===== src/rtl/runway_slot_if.sv =====
// runway_slot_if: allocation-record handshake and runway status bundle.
`default_nettype none

interface runway_slot_if;
   logic       req_valid;
   logic       req_ready;
   logic [1:0] req_runway;
   logic [2:0] req_gate;
   logic [3:0] req_delay;
   logic       req_takeoff;
   logic [1:0] rwy_busy;
   logic [1:0] clear_go;
   logic [7:0] gate_occ;
   logic       err_pulse;

   modport master (
      output req_valid, req_runway, req_gate, req_delay, req_takeoff,
      input  req_ready, rwy_busy, clear_go, gate_occ, err_pulse
   );

   modport slave (
      input  req_valid, req_runway, req_gate, req_delay, req_takeoff,
      output req_ready, rwy_busy, clear_go, gate_occ, err_pulse
   );
endinterface

`default_nettype wire


===== src/rtl/runway_slot_manager.sv =====
// runway_slot_manager: two runway channels (FREE/HOLD/OCC) with hold and occupancy countdowns and gate map.
// Optional: define EMERG_PREEMPT_EN to let emergency records preempt a channel in HOLD.
`default_nettype none

module runway_slot_manager #(
   parameter int OCC_SECS = 5,
   parameter int CNT_W    = 8
) (
   input  wire logic        clk,
   input  wire logic        rst_n,
   input  wire logic        sec_tick,
   runway_slot_if.slave     bus
);

   typedef enum logic [1:0] {
      ST_FREE = 2'd0,
      ST_HOLD = 2'd1,
      ST_OCC  = 2'd2
   } state_t;

   localparam logic [CNT_W-1:0] c_CNT_ONE = {{(CNT_W-1){1'b0}}, 1'b1};
   localparam logic [CNT_W-1:0] c_OCC_LD  = CNT_W'(OCC_SECS);

   logic [1:0]      w_free;
   logic [1:0]      w_sel;
   logic [1:0]      w_load;
   logic [1:0]      w_go;
   logic [1:0][7:0] w_clr_mask;
   logic [1:0][7:0] w_set_mask;
   logic            w_ready;
   logic            w_illegal;
   logic            w_preempt;
   logic            w_accept;
   logic            w_conflict;
   logic [7:0]      r_gate_occ;

`ifdef EMERG_PREEMPT_EN
   logic [1:0]      w_hold;
`endif

   always_comb begin
      w_sel     = 2'b00;
      w_ready   = 1'b0;
      w_illegal = 1'b0;
      w_preempt = 1'b0;
      case (bus.req_runway)
         2'b01: begin
            w_sel   = 2'b01;
            w_ready = w_free[0];
         end
         2'b10: begin
            w_sel   = 2'b10;
            w_ready = w_free[1];
         end
         2'b00: begin
            if (w_free[0]) begin
               w_sel   = 2'b01;
               w_ready = 1'b1;
            end else if (w_free[1]) begin
               w_sel   = 2'b10;
               w_ready = 1'b1;
            end
`ifdef EMERG_PREEMPT_EN
            // OCC is never interrupted; only a channel still waiting in HOLD yields
            else if (w_hold[0]) begin
               w_sel     = 2'b01;
               w_ready   = 1'b1;
               w_preempt = 1'b1;
            end else if (w_hold[1]) begin
               w_sel     = 2'b10;
               w_ready   = 1'b1;
               w_preempt = 1'b1;
            end
`endif
         end
         default: begin
            w_ready   = 1'b1;
            w_illegal = 1'b1;
         end
      endcase
   end

   assign w_accept   = bus.req_valid & w_ready & rst_n;
   assign w_load     = w_sel & {2{w_accept}};
   assign w_conflict = bus.req_takeoff ? ~r_gate_occ[bus.req_gate] : r_gate_occ[bus.req_gate];

   assign bus.req_ready = w_ready & rst_n;
   assign bus.err_pulse = w_accept & (w_illegal | w_preempt | w_conflict);
   assign bus.rwy_busy  = ~w_free;
   assign bus.clear_go  = w_go;
   assign bus.gate_occ  = r_gate_occ;

   for (genvar gi = 0; gi < 2; gi++) begin : g_ch
      state_t           r_state, w_state_nxt;
      logic [CNT_W-1:0] r_cnt, w_cnt_nxt;
      logic [2:0]       r_gate, w_gate_nxt;
      logic             r_takeoff, w_takeoff_nxt;
      logic             w_rel;

      always_ff @(posedge clk or negedge rst_n) begin
         if (!rst_n) begin
            r_state   <= ST_FREE;
            r_cnt     <= '0;
            r_gate    <= '0;
            r_takeoff <= 1'b0;
         end else begin
            r_state   <= w_state_nxt;
            r_cnt     <= w_cnt_nxt;
            r_gate    <= w_gate_nxt;
            r_takeoff <= w_takeoff_nxt;
         end
      end

      always_comb begin
         w_state_nxt   = r_state;
         w_cnt_nxt     = r_cnt;
         w_gate_nxt    = r_gate;
         w_takeoff_nxt = r_takeoff;
         w_go[gi]      = 1'b0;
         w_rel         = 1'b0;
         if (w_load[gi]) begin
            w_state_nxt   = ST_HOLD;
            w_cnt_nxt     = CNT_W'(bus.req_delay);
            w_gate_nxt    = bus.req_gate;
            w_takeoff_nxt = bus.req_takeoff;
         end else begin
            case (r_state)
               ST_HOLD: begin
                  if (r_cnt == '0) begin
                     w_state_nxt = ST_OCC;
                     w_cnt_nxt   = c_OCC_LD;
                     w_go[gi]    = 1'b1;
                  end else if (sec_tick) begin
                     w_cnt_nxt = r_cnt - c_CNT_ONE;
                  end
               end
               ST_OCC: begin
                  if (r_cnt == '0) begin
                     w_state_nxt = ST_FREE;
                     w_rel       = 1'b1;
                  end else if (sec_tick) begin
                     w_cnt_nxt = r_cnt - c_CNT_ONE;
                  end
               end
               default: ;
            endcase
         end
      end

      assign w_free[gi]     = (r_state == ST_FREE);
      assign w_clr_mask[gi] = (w_rel &&  r_takeoff) ? (8'h01 << r_gate) : 8'h00;
      assign w_set_mask[gi] = (w_rel && !r_takeoff) ? (8'h01 << r_gate) : 8'h00;
`ifdef EMERG_PREEMPT_EN
      assign w_hold[gi]     = (r_state == ST_HOLD);
`endif
   end

   // Clears land before sets so a simultaneous landing release on the same gate wins
   always_ff @(posedge clk or negedge rst_n) begin
      if (!rst_n) begin
         r_gate_occ <= '0;
      end else begin
         r_gate_occ <= (r_gate_occ & ~(w_clr_mask[0] | w_clr_mask[1]))
                       | (w_set_mask[0] | w_set_mask[1]);
      end
   end

endmodule

`default_nettype wire


===== src/flat_wrapper.sv =====
// flat-port wrapper written by rule: the top's interface ports become plain ports
module runway_slot_manager_flat 
#(
   parameter int OCC_SECS = 5,
   parameter int CNT_W    = 8
)
  (clk, rst_n, sec_tick, bus_req_valid, bus_req_runway, bus_req_gate, bus_req_delay, bus_req_takeoff, bus_req_ready, bus_rwy_busy, bus_clear_go, bus_gate_occ, bus_err_pulse);
  runway_slot_if bus_i ();
  input  wire logic clk;
  input  wire logic rst_n;
  input  wire logic sec_tick;
  input wire logic [$bits(bus_i.req_valid)-1:0] bus_req_valid;
  input wire logic [$bits(bus_i.req_runway)-1:0] bus_req_runway;
  input wire logic [$bits(bus_i.req_gate)-1:0] bus_req_gate;
  input wire logic [$bits(bus_i.req_delay)-1:0] bus_req_delay;
  input wire logic [$bits(bus_i.req_takeoff)-1:0] bus_req_takeoff;
  output wire logic [$bits(bus_i.req_ready)-1:0] bus_req_ready;
  output wire logic [$bits(bus_i.rwy_busy)-1:0] bus_rwy_busy;
  output wire logic [$bits(bus_i.clear_go)-1:0] bus_clear_go;
  output wire logic [$bits(bus_i.gate_occ)-1:0] bus_gate_occ;
  output wire logic [$bits(bus_i.err_pulse)-1:0] bus_err_pulse;
  assign bus_i.req_valid = bus_req_valid;
  assign bus_i.req_runway = bus_req_runway;
  assign bus_i.req_gate = bus_req_gate;
  assign bus_i.req_delay = bus_req_delay;
  assign bus_i.req_takeoff = bus_req_takeoff;
  assign bus_req_ready = bus_i.req_ready;
  assign bus_rwy_busy = bus_i.rwy_busy;
  assign bus_clear_go = bus_i.clear_go;
  assign bus_gate_occ = bus_i.gate_occ;
  assign bus_err_pulse = bus_i.err_pulse;
  runway_slot_manager #(.OCC_SECS(OCC_SECS), .CNT_W(CNT_W)) u_core (.clk(clk), .rst_n(rst_n), .sec_tick(sec_tick), .bus(bus_i));
endmodule

===== config.mk =====
export PLATFORM = sky130hd
export DESIGN_NAME = runway_slot_manager_flat
export DESIGN_NICKNAME = d
export VERILOG_FILES = /design/src/rtl/runway_slot_if.sv /design/src/rtl/runway_slot_manager.sv /design/src/flat_wrapper.sv
export SDC_FILE = /design/constraint.sdc
export NUM_CORES = 1
export LEC_CHECK = 0
export ABC_CLOCK_PERIOD_IN_PS = 2100
export CAP_MARGIN = 25
export CORE_MARGIN = 10
export CORE_UTILIZATION = 52
export CTS_BUF_LIST = sky130_fd_sc_hd__clkbuf_4
export DETAILED_ROUTE_END_ITERATION = 8
export GPL_TIMING_DRIVEN = 1
export PLACE_DENSITY = 0.81
export SYNTH_ARGS = -nofsm -noshare
export SYNTH_HDL_FRONTEND = slang
export SYNTH_SLANG_ARGS = --single-unit

===== constraint.sdc =====
create_clock -name clk -period 2.1 [get_ports clk]
set_clock_uncertainty 0.2 [all_clocks]
set_input_delay 0.63 -clock clk [delete_from_list [all_inputs] [get_ports clk]]
set_output_delay 0.63 -clock clk [all_outputs]
set_load 0.02 [all_outputs]

==> summary.md, run 1 <==
| Metric | Value |
|---|---|
| VDD IR max | 0.338 mV |
| Distinct cells, synth | 57 |
| P per Cell Area | 319 nW/um2 |
| Die area | between 7000 and 8000 um2 |
| IO buf count | 27 |
| Logic pwr share | 0.094 |
| P_sw | 0.359 mW |
| Reg2reg end | u_core.bus.gate_occ[4]$_DFF_PN0_ |
| Synth Flop Type | dfrtp_1 |
| Layout cells sized above 1 | 0.481 |
| Final WL | 10.4 mm |
| Max-slew violations | 0 |
| DR pass1 iterations | 6 |
| Die Y | around 90 um |
| #FFs+latches synth | 36 |
| Largest family of logic cells by synthesized area | simple AND/OR/NAND/NOR gates |
| Post-CTS Hold Buffers | 0 |
| Initial antenna violation count | 0 |
| Part of the power in registers | 0.567 |
| Most common cell after layout, fill and taps aside | buf_4 |
| Setup TNS Final | -4260 ps |
| Boundary Pins | 28 |
| Synth async-reset ratio | 1.00 |
| Largest net degree at the start of global routing | 20 |
| Area growth from synthesis to layout | 62.8% |
| Syn Area/Cell | 8.84 um2 |
| Antenna cell count | 0 |
| Xor and xnor area share after synthesis | 0.0111 |
| GPL Wtd Cong | 0.930 |
| Syn Nets | between 200 and 300 |
| Yosys warns | 0 |
| Die width | 87.5 um |
| Clock Sinks | 36 |
| Maxcap violations | 0 |
| Failing checks | negative setup slack |
| H-tree levels | 2 |
| FF-to-FF path depth | 8 |
| Crit path launch | u_core.bus.gate_occ[5]$_DFF_PN0_ |
| Num rows | 24 |
| Clock share of power | 0.339 |
| Leak pwr | 1.78 nW |
| Max Fclk | 0.363 GHz |
| EDFF count, synth | 0 |
| Num CTS Buffers | 5 |
| Simple-gate share of the synthesized area | 0.300 |
| Area of the core | approximately 4400 um2 |
| Worst R2R Start | u_core.g_ch[0].r_cnt[0]$_DFFE_PN0P_ |
| Crit-path max FO | 2 |
| CP endpoint kind | primary output |
| Setup violations, final | 23 |
| Worst slew margin | 0.697 |
| Sequential area share after synthesis | 0.380 |
| RSZ-0062 raised after global routing | true |
| Worst EP required | approximately 1300 ps |
| Initial Util | 0.541 |
| Root Driver | clkbuf_4 |
| Sw Share | 0.292 |
| Crit path launch type | flip-flop |
| Via/cell ratio | between 6 and 7 |
| Vias in the first global route | ~2800 |
| Detail Placement HPWL | about 5.7 mm |
| Clk slew on worst S/H paths | 140 ps |
| Clk_lat worst skew | 390 ps |
| Initial DRC count | 441 |
| Post-DRT Antenna Nets | 0 |
| Tmin final | 2760 ps |
| Crit Path Category | flip-flop to primary output |
| Total power | 1.23 mW |
| Post-layout util | 0.880 |
| Outcome | complete, but fails checks |
| Fillcell total | 190 |
| Cell area after synthesis | 2370 um2 |
| Nets | between 400 and 500 |
| Total gr overflow | 0 |
| Worst min path class | input pin to async pin |
| Worst Tran Pin Value | 453 ps |
| CTS tree | yes |
| Final Hold Vio Count | 0 |
| Post-route setup slack | -658 ps |
| GRT Util Overall | 0.233 |
| Compound-Gate Fraction of Synth Area | 0.196 |
| Wire per inst | between 20 and 25 um |
| DRC | 0 |
| Worst reg-to-reg setup slack | -220 ps |
| Final Cycle Share | 1.31 |
| Worst EP arrival | a little under 2000 ps |
| Global-route wire length before repair | 14.0 mm |
| Min Hold Slack | 10.8 ps |
| Post-synthesis mux area share | 0.0317 |
| Max Root-Sink Buffers | 2 |
| Mapped Cells | 268 |
| Post-Synth Adder-Cell Area | 0.0422 |
| Internal power | 0.872 mW |
| Via count | 2940 |
| Commonest non-fill, non-tap cells in the layout | buf_4, nand2_1, dfrtp_1, buf_6, nor2_1 |
## cells by family after synthesis
group / count (synthesis)
muxes: 5
AOI/OAI and AO/OA: 69
buffers and inverters: 23
adders and majority gates: 8
and+or+nand+nor: 124
xor gates and xnor gates: 3
DFF: 36
## worst max-delay path: stages (launching register included)
cell and delay, ps:
dfrtp_1 430, mux4_2 500, mux2i_2 190, xor2_1 200
a21oi_2 80, buf_6 130
## metrics by stage
step	setup WS, ps	cells	cell area (um2)
2_1_floorplan	-331	268	2420
3_3_place_gp	-1460	412	3260
3_5_place_dp	-1490	412	3260
4_1_cts	-558	436	3600
5_1_grt	-680	445	3860
6_report	-658	445	3860
## state kept, by name (all words and copies together), names as in the netlist
signal and count:
u_core.g_ch.r_gate 6, u_core.g_ch.r_takeoff 2, u_core.g_ch.r_state 4, u_core.g_ch.r_cnt 16
u_core.bus.gate_occ 8
## routing by layer
| metal | vias up | routed length, um | track usage |
|---|---|---|---|
| li1 | 1218 | - | - |
| met1 | 1429 | 3730 | 0.271 |
| met2 | 236 | 5160 | 0.405 |
| met3 | 57 | 1030 | 0.0412 |
| met4 | 0 | 523 | 0.104 |
| met5 | - | 0 | 0 |
## how the worst max path moves through the flow
stage                     slack [ps]       endpoint
final                           -660  bus_err_pulse
after global routing            -680  bus_err_pulse
after CTS                       -560  bus_err_pulse
after detailed placement       -1490  bus_err_pulse
after global placement         -1460  bus_err_pulse
after floorplan                 -330  bus_err_pulse
## synth_stat cells (2+ instances only)
library cell	number	share of area
a211o_1	5	0.018
a21boi_0	2	0.0063
a21oi_1	15	0.032
a221o_1	4	0.017
a31o_2	2	0.0074
a31oi_1	7	0.018
and2_1	3	0.0079
and3_1	2	0.0053
and4b_1	2	0.0084
buf_2	5	0.011
clkbuf_1	4	0.0063
dfrtp_1	36	0.38
ha_1	8	0.042
inv_1	13	0.021
mux2i_1	3	0.013
mux4_2	2	0.019
nand2_1	50	0.079
nand2b_1	6	0.016
nand3_1	6	0.013
nand4_1	2	0.0053
nor2_1	19	0.030
nor2b_1	5	0.013
nor3_1	3	0.0063
nor3b_1	2	0.0063
nor4b_4	2	0.020
o2111ai_1	2	0.0074
o21ai_0	14	0.030
o31ai_1	12	0.038
or3_1	3	0.0079
xor2_1	2	0.0074
## final cells by class
type                       count  area (um2)  area share
multi-input combinational    209        1730       0.449
timing repair buffer         127        1060       0.274
sequential                    36         901       0.233
tap                           52        65.1      0.0169
inverter                      13        51.3      0.0133
clock buffer                   5        37.5     0.00973
clock inverter                 3        13.8     0.00357
## power by group through the flow
stage	registers [mW]	clock network [mW]	logic, mW
final	0.698	0.417	0.116
after global routing	0.698	0.439	0.122
after CTS	0.697	0.378	0.104
after detailed placement	0.710	0	0.104
after global placement	0.710	0	0.101
after floorplan	0.710	0	0.0221
## what timing repair did
item	4_1_cts	5_1_grt
pin swaps	21	26
buffers inserted	17	15
endpoints found under the setup margin	34	28
endpoints found under the hold margin	0	0
cloned	1	0
gates resized for setup	101	50
No activity file was read; power rests on OpenSTA's default activity.
==> inputs of run 2 (changes only) <==
--- a/config.mk
+++ b/config.mk
@@ -12,6 +12,7 @@
 export CTS_BUF_LIST = sky130_fd_sc_hd__clkbuf_4
 export DETAILED_ROUTE_END_ITERATION = 8
 export GPL_TIMING_DRIVEN = 1
+export HOLD_SLACK_MARGIN = 0.03
 export PLACE_DENSITY = 0.81
 export SYNTH_ARGS = -nofsm -noshare
 export SYNTH_HDL_FRONTEND = slang
==> run 2 against run 1 <==
The run still ends with negative setup slack left. Critical path depth did not move. Setup slack improved by 5.5 ps. Via count rose by 5.6%. Worst hold slack improved by 130 ps. Sequential power barely moved. Combinational power rose by 4%.
==> summary.md, run 2 (synthesis results as in run 1) <==
| Metric | Value |
|---|---|
| Tmin final | 2750 ps (-5.51 ps) |
| DRC | 0 (unchanged) |
| GPL Wtd Cong | 0.930 (unchanged) |
| DR pass1 iterations | 5 (-1) |
| Layout cells sized above 1 | 0.480 (-0.00122) |
| Area of the core | 4380 um2 (unchanged) |
| Root Driver | clkbuf_4 |
| Clock Sinks | 36 (unchanged) |
| Commonest non-fill, non-tap cells in the layout | buf_4, nand2_1, dfrtp_1, buf_6, nor2_1 |
| Max Fclk | 0.363 GHz (+0.20%) |
| Global-route wire length before repair | 14.0 mm (unchanged) |
| Num CTS Buffers | 5 (unchanged) |
| CTS tree | yes |
| Worst EP required | 1270 ps (about the same) |
| Num rows | 24 (unchanged) |
| Crit Path Category | flip-flop to primary output |
| Max Root-Sink Buffers | 2 (unchanged) |
| Detail Placement HPWL | 5.66 mm (unchanged) |
| FF-to-FF path depth | 9 (+1) |
| Post-DRT Antenna Nets | 0 (unchanged) |
| Antenna cell count | 0 (unchanged) |
| RSZ-0062 raised after global routing | true |
| Place WS | -1490 ps (unchanged) |
| Area growth from synthesis to layout | 63.3% |
| Crit-path max FO | 2 (unchanged) |
| Crit path launch | u_core.bus.gate_occ[4]$_DFF_PN0_ |
| Crit path launch type | flip-flop |
| Setup violations, final | 24 (+4.3%) |
| Worst EP arrival | 1920 ps (about the same) |
| Leak pwr | 1.78 nW (+0.23%) |
| Worst min path class | input pin to async pin |
| Failing checks | negative setup slack |
| Worst reg-to-reg setup slack | -300 ps (-80 ps) |
| Initial DRC count | 435 (-1.4%) |
| Final Cycle Share | 1.31 (-0.00263) |
| Via/cell ratio | 6.96 (+5.4%) |
| Setup TNS Final | -5080 ps (-825 ps) |
| Outcome | complete, but fails checks |
| Vias in the first global route | 2752 (unchanged) |
| Final WL | 11.3 mm (+8.3%) |
| CP endpoint kind | primary output |
| GRT Util Overall | 0.233 (unchanged) |
| Worst slew margin | 0.694 (-0.00337) |
| Max reg flops | 16 (unchanged) |
| Reg2reg end | u_core.bus.gate_occ[3]$_DFF_PN0_ |
| Boundary Pins | 28 (unchanged) |
| Via count | 3106 (+5.6%) |
| Max-slew violations | 0 (unchanged) |
| P per Cell Area | 314 nW/um2 (-1.5%) |
| Clk_lat worst skew | 360 ps (-30 ps) |
| Final Hold Vio Count | 0 (unchanged) |
| Worst R2R Start | u_core.g_ch[0].r_state[0]$_DFFE_PN0P_ |
| Worst Tran Pin Value | 459 ps (+5.99 ps) |
| Initial Util | 0.541 (unchanged) |
| Initial antenna violation count | 0 (unchanged) |
| Wire per inst | 25.4 um (+8.1%) |
| Die area | 7660 um2 (unchanged) |
| Total gr overflow | 0 (unchanged) |
| Largest net degree at the start of global routing | 20 (unchanged) |
| Most flops, register | u_core.g_ch.r_cnt |
| Die width | 87.5 um (unchanged) |
| Post-route setup slack | -652 ps (+5.51 ps) |
| Maxcap violations | 0 (unchanged) |
| Nets | 415 (+0.24%) |
| H-tree levels | 2 (unchanged) |
| Die Y | 87.5 um (unchanged) |
| Most common cell after layout, fill and taps aside | buf_4 |
| VDD IR max | 0.316 mV (-6.3%) |
| Clk slew on worst S/H paths | 130 ps (about the same) |
| IO buf count | 27 (unchanged) |
run 2: cell count changes in the layout (fill, tap and decap cells not counted):
| cell | previous run | this run |
|---|---|---|
| dlygate4sd3_1 | 0 | 1 |
run 2: critical path, stage by stage, from the launching register on:
cell and delay [ps]:
dfrtp_1 440, mux4_2 510, mux2i_2 200, xor2_1 200, a21oi_2 80, buf_6 130
run 2: per-stage QoR:
stage          hold slack [ps]  power (mW)   util  cells  cell area (um2)
2_1_floorplan              134       0.732      -    268             2420
3_3_place_gp               325       0.811  0.743    412             3260
3_5_place_dp               336       0.814  0.743    412             3260
4_1_cts                   43.3        1.18  0.821    436             3600
5_1_grt                    124        1.25  0.882    446             3870
6_report                   140        1.22  0.882    446             3870
run 2: how the worst max path moves through the flow:
stage | end | cells after the start
floorplan | bus_err_pulse | 4
global placement | bus_err_pulse | 6
detailed placement | bus_err_pulse | 6
CTS | bus_err_pulse | 5
global route | bus_err_pulse | 5
finish | bus_err_pulse | 5
run 2: final cells by class:
cell class | instances | area, um2
clock buffer | 5 | 37.5
clock inverter | 3 | 13.8
fill | 192 | 515
inverter | 13 | 51.3
multi-input combinational | 209 | 1730
sequential | 36 | 901
tap | 52 | 65.1
timing repair buffer | 128 | 1070
run 2: power by group:
group | switching, mW | internal [mW]
clock network | 0.273 | 0.123
registers | 0.00240 | 0.695
logic | 0.0664 | 0.0548
run 2: what timing repair did:
item / in CTS / in global routing
pin swaps: 21 / 26
gates resized for setup: 101 / 50
hold buffers: 0 / 1
endpoints found under the setup margin: 34 / 28
setup buffers: 17 / 15
hold endpoints to repair: 0 / 4
gates cloned: 1 / 0
run 2: metal layers:
metal,track usage,share of wire,wire [um],vias up
met4,0.104,0.069,776,0
met1,0.271,0.35,3930,1502
met2,0.405,0.48,5470,293
met5,0,0,0,-
met3,0.0412,0.10,1130,86
li1,-,-,-,1225
